<file path="src/rtl/rad_cdc_meta_sync.sv">
// Multi-bit metastability synchroniser with optional one-cycle delay injection on stage 0,
// used to expose downstream logic to the extra cycle of latency a real synchroniser can add.
module rad_cdc_meta_sync #(
  parameter int unsigned WIDTH  = 1,
  parameter int unsigned STAGES = 2,
  parameter logic [31:0] SEED   = 32'hC0FFEE01
) (
  input  logic             clk,
  input  logic             rst,
  input  logic [WIDTH-1:0] async_i,
  input  logic [1:0]       inject_mode_i,
  input  logic             cnt_clr_i,
  output logic [WIDTH-1:0] sync_o,
  output logic [WIDTH-1:0] rise_o,
  output logic [WIDTH-1:0] fall_o,
  output logic [15:0]      inject_cnt_o
);

  // An all-zero Galois LFSR would lock up, so a zero seed is promoted to 1.
  localparam logic [31:0] SeedEff  = (SEED == 32'd0) ? 32'd1 : SEED;
  localparam logic [31:0] LfsrTaps = 32'h8020_0003;

  logic [STAGES-1:0][WIDTH-1:0] stage_q;
  logic [WIDTH-1:0]             stage0_d;
  logic [WIDTH-1:0]             held_q, held_d;
  logic [WIDTH-1:0]             sync_dly_q;
  logic [WIDTH-1:0]             cand, inject;
  logic [31:0]                  lfsr_q, lfsr_d;
  logic [15:0]                  cnt_q, cnt_d;

  always_comb begin
    // held_q blocks back-to-back delays so extra latency never exceeds one cycle.
    cand   = (async_i ^ stage_q[0]) & ~held_q;
    inject = '0;
    unique case (inject_mode_i)
      2'b01:   inject = cand & lfsr_q[WIDTH-1:0];
      2'b10:   inject = cand;
      default: inject = '0;
    endcase

    stage0_d = (stage_q[0] & inject) | (async_i & ~inject);
    held_d   = inject;
    lfsr_d   = {1'b0, lfsr_q[31:1]} ^ (lfsr_q[0] ? LfsrTaps : 32'd0);

    cnt_d = cnt_q;
    if (cnt_clr_i) begin
      cnt_d = '0;
    end else if ((|inject) && (cnt_q != 16'hFFFF)) begin
      cnt_d = cnt_q + 16'd1;
    end
  end

  always_ff @(posedge clk) begin
    if (rst) begin
      stage_q    <= '0;
      held_q     <= '0;
      sync_dly_q <= '0;
      lfsr_q     <= SeedEff;
      cnt_q      <= '0;
    end else begin
      stage_q    <= {stage_q[STAGES-2:0], stage0_d};
      held_q     <= held_d;
      sync_dly_q <= stage_q[STAGES-1];
      lfsr_q     <= lfsr_d;
      cnt_q      <= cnt_d;
    end
  end

  assign sync_o       = stage_q[STAGES-1];
  assign rise_o       = sync_o & ~sync_dly_q;
  assign fall_o       = ~sync_o & sync_dly_q;
  assign inject_cnt_o = cnt_q;

endmodule

</file>
<file path="config.mk">
export PLATFORM = sky130hd
export DESIGN_NAME = rad_cdc_meta_sync
export DESIGN_NICKNAME = d
export VERILOG_FILES = /design/src/rtl/rad_cdc_meta_sync.sv
export SDC_FILE = /design/constraint.sdc
export NUM_CORES = 1
export LEC_CHECK = 0
export BUFFER_PORTS_ARGS = -buffer_cell sky130_fd_sc_hd__buf_2
export CORE_MARGIN = 2
export CORE_UTILIZATION = 50
export CTS_CLUSTER_DIAMETER = 50
export DETAILED_ROUTE_END_ITERATION = 8
export PLACE_DENSITY = 0.71
export RECOVER_POWER = 100
export SYNTH_ARGS = -nofsm -noshare
export SYNTH_HDL_FRONTEND = slang
export SYNTH_SLANG_ARGS = --single-unit
</file>
<file path="constraint.sdc">
create_clock -name clk -period 2.55 [get_ports clk]
set_input_delay 0.255 -clock clk [delete_from_list [all_inputs] [get_ports clk]]
set_output_delay 0.255 -clock clk [all_outputs]
set_load 0.02 [all_outputs]
</file>
* Word-level counts from Yosys, hierarchy flattened
Index checks and enable logic that the tools add are counted.
Word-level totals: register bits after elaboration 52, word-level logic and storage cells 27, output and inout port bits 19
Cells by class: equal/unequal tests 3, bitwise logic cells 13, reduce and logical (&&, ||, !) cells 2, muxes and demuxes 2, add/sub/neg operators 1
Operators by type and width (number):
- two-way mux 32 bit | 1
- bitwise XOR 31 x 32 -> 32 bit | 1
- adder 16 x 1 -> 16 bit (second input constant) | 1
- inequality test 16 bit (second input constant) | 1
- AND 1 bit | 6
- inverter 1 bit | 4
- equality test 2 x 1 -> 1 bit (second input constant) | 1
- equality test 2 bit (second input constant) | 1
- one-hot mux 1 bit (2 select lines) | 1
- OR reduction 2 bit | 1
- logical AND 1 bit | 1
- bitwise OR 1 bit | 1
- bitwise XOR 1 bit | 1

* Logic depth before layout (Yosys ltp)
Gate-level depths: netlist (run 1).
depth in word-level cells 7, gate-level depth with buffers 9, mapped depth without buffers 7

* Worst setup path before layout (run 1)
OpenSTA, ideal clock, no wires.
path type input -> register, start in inject_mode_i[0], end reg cnt_q[9] (netlist: inject_cnt_o[9]), path slack 539 ps, cell stages on the path 7, arrival 1896 ps, cells stage by stage inv_1 -> ha_1 -> or4_4 -> buf_6 -> nor4_4 -> a21oi_1 -> a31o_1
Between the ends: longest elaborated chain between the ends 3
Ends and longest elaborated chain:
- start, declared | RTL line 11 | input logic [1:0] inject_mode_i,
- equality test 2 bit or equality test 2 x 1 -> 1 bit (tied branches) | RTL line 35 | unique case (inject_mode_i)
- one-hot mux 1 bit (2 select lines) (*) | RTL line 35
- logical AND 1 bit (*) | RTL line 48 | end else if ((|inject) && (cnt_q != 16'hFFFF)) begin
- end signal, assigned | RTL line 65 | cnt_q <= cnt_d;
- end, declared | RTL line 29 | logic [15:0] cnt_q, cnt_d;
Every way passes the cells marked *; elsewhere a longest branch is shown, timed or not. A chain may end at the register's enable or synchronous reset.

* Worst setup path after layout (run 1)
start reg lfsr_q[0], end reg cnt_q[9] (netlist: inject_cnt_o[9])
Between the ends: longest elaborated chain between the ends 3
Ends and longest elaborated chain:
- start, declared | RTL line 28 | logic [31:0] lfsr_q, lfsr_d;
- start signal, assigned | RTL line 64 | lfsr_q <= lfsr_d;
- AND 1 bit | RTL line 36 | 2'b01: inject = cand & lfsr_q[WIDTH-1:0];
- one-hot mux 1 bit (2 select lines) | RTL line 35
- logical AND 1 bit | RTL line 48
Every way passes these cells.

==> run metrics, run 1 <==
Final setup violation count 0; register area ~1000 µm²; Hold-fix buffers, CTS 0; grt met1 use 19.8%; max-slew violation count 0; htree depth 2; Synth top area share 54.3%; endpoints failing hold 0; Die Height 65.9 µm; Post-DP HPWL 2050 µm; number of synthesized flops with an enable pin 0; FF+latch count, synth 52; Warnings, synthesis 0; syn nets 197; Worst-Skew Late Latency 290 ps; CTS Root Cell clkbuf_8; CTS Sinks 52; maximum VDD drop 0.538 mV; Die ar. 4340 µm²; Overflow after GRT 0; Clock transition at path regs ~90 ps; CP cell instances a21oi_1 > or4_4 > nor4_4 > a21oi_1 > a31o_1; NumNets Final 220; worst path bufs/invs 0; Critical Path End Type register; period utilisation layout 83.6%; Final Core Density 58.3%; initial antenna violation count 0; CTS tree yes; status finished clean; Max Clock Freq 469 MHz; # port buffers 24; routed len/inst 11.8 µm; footprint of the multi-input gates 792 µm²; setup tns final 0 ps; Yosys top cell by area dfxtp_1; most numerous cell in the Yosys netlist dfxtp_1; GR peak layer met2; largest net degree at the start of global routing 40; drt drc 0; # Post-CTS Setup Buffers 0; Initial Util between 50% and 60%; Synth top cells by count dfxtp_1, nor2_1, nor2b_1, or2_2, xnor2_1; Diodes inserted 0; met3 usage 5.11%; CP Max Fanout 14; ys flop type dfxtp_1; Ports 25; fin crit period 2130 ps; top cells by area, synth dfxtp_1, xnor2_1, nor2b_1, or2_2, nor2_1; final wirelength 3050 µm; most used cell, CP a21oi_1; sequential share of the synthesized area roughly 54%; DR pass1 iterations 4; Max Cap Viol 0; crit path max-delay cell type or4_4; met2 global-route usage 25.6%; Worst Skew about 4.7 ps; post-route ant nets 0; DR iter-0 viols approximately 160; num rows 22; HP Class in2reg; Arr. time, crit path roughly 2300 ps; Cell Area, Synth 1920 µm²; vias in the first global route 1242; asr flop ratio synth 0%; Core Area 3660 µm²; Post-Place Cells 252; clk buf depth 2; transition time of the tightest slew-check pin 1290 ps; Relative slew margins 13.9%; P_leak 0.766 nW; die width between 60 and 70 µm; via count 1296; FILL cells between 300 and 400; Finished Layout Cells 259; CP top delay family simple AND/OR/NAND/NOR gates; Resized Gates After CTS 0; crit path kind reg2reg; Startpoint Class register; RSZ-0062 raised after global routing no; TritonCTS Buffers 5; GRT Resource Usage Total ~16%; Worst Path Required 2750 ps; cell area power density 726 nW/µm²; slowest stage delay, CP 600 ps; global-route wire length before repair 5370 µm; DR vias/cell 5.00; global placer's final weighted congestion between 0.8 and 0.9; share of cells above drive strength 1 between 15 and 20%; Synth cell types 33; P&R area growth vs syn 11.5%; Avg Synthesized Cell Area 10.2 µm²; Mapped Cells 188
## routing by layer
metal	vias to the layer above	share of wire [%]
met2	34	49
met3	2	4.9
li1	660	-
met4	0	0.72
met5	-	0
met1	600	45
## state kept, by name, summed over array words and instances, names as in the netlist, named ones only
register,cells
sync_dly_q,1
lfsr_q,32
sync_o,1
held_q,1
inject_cnt_o,16
## path summary, 6_finish.rpt
path,from,to,slack (ps),cells after the start
min,async_i,register,230,3
max,lfsr_q[0],inject_cnt_o[9],420,5
max reg2reg,lfsr_q[0],inject_cnt_o[9],420,5
min reg2reg,lfsr_q[10],lfsr_q[9],410,1
## where the power goes
part / total (W) / switching (W) / internal [W]
registers: 0.000852 / 0.0000131 / 0.000839
clock network: 0.000629 / 0.000243 / 0.000386
logic: 0.0000692 / 0.0000366 / 0.0000327
total: 0.00155 / 0.000293 / 0.00126
## cell families (layout without fill, tap and decap cells)
family | Yosys count | in the layout | synth area share (%)
AND/OR/NAND/NOR | 93 | 93 | 29.3
flip-flops | 52 | 52 | 54.3
XOR/XNOR | 13 | 13 | 5.94
buffers and inverters | 13 | 36 | 3.33
AO/OA/AOI/OAI | 12 | 12 | 4.05
adder cells (fa/ha/maj) | 3 | 3 | 1.96
multiplexers | 2 | 2 | 1.05
## area by class of cell
type / instances / share of cell area (%)
Inverter: 5 / 0.879
Clock inverter: 2 / 2.81
Sequential cell: 52 / 48.7
Clock buffer: 5 / 3.22
Tap cell: 48 / 2.81
Timing Repair Buffer: 24 / 4.45
Multi-Input combinational cell: 123 / 37.1
## worst reg2reg max path, delay by kind of cell (launching register included)
kind,cells,cell delay [ps]
AO/OA/AOI/OAI,3,460
flip-flops,1,470
AND/OR/NAND/NOR,2,1110
## cell usage in the layout, fill, tap and decap left out, drive strengths merged, types with 2 or more instances in the layout
cell type	instances
nand2	7
bufinv	2
nand2b	2
and3	2
a21oi	6
nand3	7
xnor2	13
nor3	8
ha	3
inv	5
buf	4
or2	17
clkbuf	25
nor2	19
dfxtp	52
nand4	3
mux2i	2
nor4	5
nor2b	18
## per-stage QoR
| stage | area, µm² | worst slack [ps] | hold slack [ps] | power, W |
|---|---|---|---|---|
| after floorplan | 1920 | 539 | 389 | 0.000930 |
| after global placement | 2050 | 363 | 394 | 0.000941 |
| after detailed placement | 2050 | 295 | 396 | 0.000944 |
| after CTS | 2180 | 444 | 232 | 0.00157 |
| after global routing | 2140 | 292 | 249 | 0.00162 |
| final | 2140 | 419 | 233 | 0.00155 |
(Power assumes the default switching activity.)
==> run 2: changes to the inputs <==
==> constraint.sdc (replaced) <==
create_clock -name clk -period 2.1 [get_ports clk]
set_input_delay 0.21 -clock clk [delete_from_list [all_inputs] [get_ports clk]]
set_output_delay 0.21 -clock clk [all_outputs]
set_load 0.02 [all_outputs]
==> run 2 against run 1 <==
  * Count of clock-buffer cells in the layout unchanged
  * Flip-flop and latch count unchanged
  * Routed wire length up 4.0%
  * Highest routed layer unchanged
  * First-iteration DRC count down 17%
==> run metrics, run 2 (synthesis gave the netlist of run 1 again) <==
TritonCTS Buffers 5 (unchanged); htree depth 2 (unchanged); Clock transition at path regs 100 ps (about the same); post-place setup slack -44.0 ps (-339 ps); r2r setup slk 160 ps (-260 ps); period utilisation layout 92.6% (+9.1 points); register with the most flip-flops lfsr_q; Critical Path End Type register; setup tns final 0 ps (unchanged); Relative slew margins 19.1% (+5.2 points); CTS Sinks 52 (unchanged); final setup margin 155 ps (-264 ps); final wirelength 3170 µm (+4.0%); # port buffers 24 (unchanged); num rows 22 (unchanged); DR vias/cell 5.06 (+1.2%); global-route wire length before repair 5340 µm (-0.52%); Diodes inserted 0 (unchanged); CTS tree yes; R2R cell count 6 (+1); P&R area growth vs syn 11.4%; Die Height 65.9 µm (unchanged); Worst-Skew Late Latency 310 ps (+20 ps); clk buf depth 2 (unchanged); drt drc 0 (unchanged); global placer's final weighted congestion 0.835 (+3.4%); Worst R2R End inject_cnt_o[7]; CP Max Fanout 13 (-1); FILL cells 355 (+9.9%); largest net degree at the start of global routing 40 (unchanged); HP Class in2reg; Startpoint Class register; Worst Skew 11.2 ps (+6.51 ps); transition time of the tightest slew-check pin 1210 ps (-77.8 ps); fin crit period 1940 ps (-186 ps); DR pass1 iterations 4 (unchanged); Initial Util 52.3% (unchanged); # Post-CTS Setup Buffers 0 (unchanged); status finished clean; initial antenna violation count 0 (unchanged); Max Clock Freq 514 MHz (+9.5%); Ports 25 (unchanged); Total Power 0.00171 W (+10%); Core Area 3660 µm² (unchanged); Max Cap Viol 0 (unchanged); Post-DP HPWL 2160 µm (+5.1%); max-slew violation count 0 (unchanged); worst hold start async_i; Worst Path Required 2300 ps (-450 ps); cell area power density 800 nW/µm² (+10%); NumNets Final 222 (+0.91%); endpoints failing hold 0 (unchanged); Final setup violation count 0 (unchanged); die width 65.9 µm (unchanged); GRT Resource Usage Total 16.5% (+0.43 points); P_leak 0.766 nW (about the same); RSZ-0062 raised after global routing no; DR iter-0 viols 130 (-17%); Worst Hold Path Cells 3 (unchanged); worst r2r src lfsr_q[0]; commonest non-fill, non-tap cell in the layout dfxtp_1; routed len/inst 12.1 µm (+2.8%); post-route ant nets 0 (unchanged); share of cells above drive strength 1 17.8% (+1.6 points); Arr. time, crit path 2140 ps (-190 ps); via count 1327 (+2.4%); crit path kind reg2reg; vias in the first global route 1231 (-0.89%); Hold-fix buffers, CTS 0 (unchanged); Overflow after GRT 0 (unchanged); maximum VDD drop 0.567 mV (+5.4%); commonest non-fill, non-tap cells in the layout dfxtp_1, clkbuf_1, nor2_1, nor2b_1, or2_2; max reg flops 32 (unchanged); Die ar. 4340 µm² (unchanged); CTS Root Cell clkbuf_8
-- run 2: changes by cell type in the layout (fill, tap and decap cells not counted), sizes merged --
cell,delta
buf,+1
bufinv,-2
clkbuf,+1
clkinv,+1
inv,+2
-- run 2: cell type report --
type	count	area (µm²)	area share [%]
Clock buffer	5	68.8	3.23
Clock inverter	3	26.3	1.23
Inverter	5	18.8	0.880
Multi-Input combinational cell	123	798	37.4
Sequential cell	52	1040	48.8
Tap cell	48	60.1	2.82
Timing Repair Buffer	26	120	5.63
-- run 2: worst max-delay path by stage --
stage	start	slack, ps	end	depth (start not counted)
final	lfsr_q[0]	160	inject_cnt_o[7]	6
after global routing	lfsr_q[0]	90	inject_cnt_o[9]	5
after CTS	lfsr_q[0]	70	inject_cnt_o[9]	5
after detailed placement	inject_mode_i[0]	-40	inject_cnt_o[9]	7
after global placement	inject_mode_i[0]	40	inject_cnt_o[13]	7
after floorplan	inject_mode_i[0]	130	inject_cnt_o[9]	7
-- run 2: metrics by stage --
step	instance area [µm²]	std cells	utilization (%)	hold slack [ps]
after detailed placement	2080	254	56.8	394
after global routing	2130	262	58.3	192
after global placement	2080	254	56.8	394
final	2130	262	58.3	174
after floorplan	1920	188	-	354
after CTS	2170	262	59.4	169
-- run 2: worst max-delay path, cell delays in order (launching register included) --
cell	delay, ps
dfxtp_1	450
a21oi_1	120
or4_4	530
buf_12	170
nor4_1	350
xnor2_1	160
nor2_1	50
-- run 2: metal layers --
layer	track usage, %	vias to the layer above	routed length, µm
met5	0	-	0
met4	9.90	0	77
met3	5.45	8	205
met2	26.6	33	1510
met1	19.0	617	1380
li1	-	669	-
-- run 2: power by group --
part           internal, W  switching, W
registers          0.00102     0.0000160
clock network     0.000245      0.000336
logic            0.0000446     0.0000459
-- run 2: what timing repair did --
action / 4_1_cts / 5_1_grt
setup endpoints to repair: 0 / 2
gates resized for setup: 0 / 0
endpoints found under the hold margin: 0 / 0
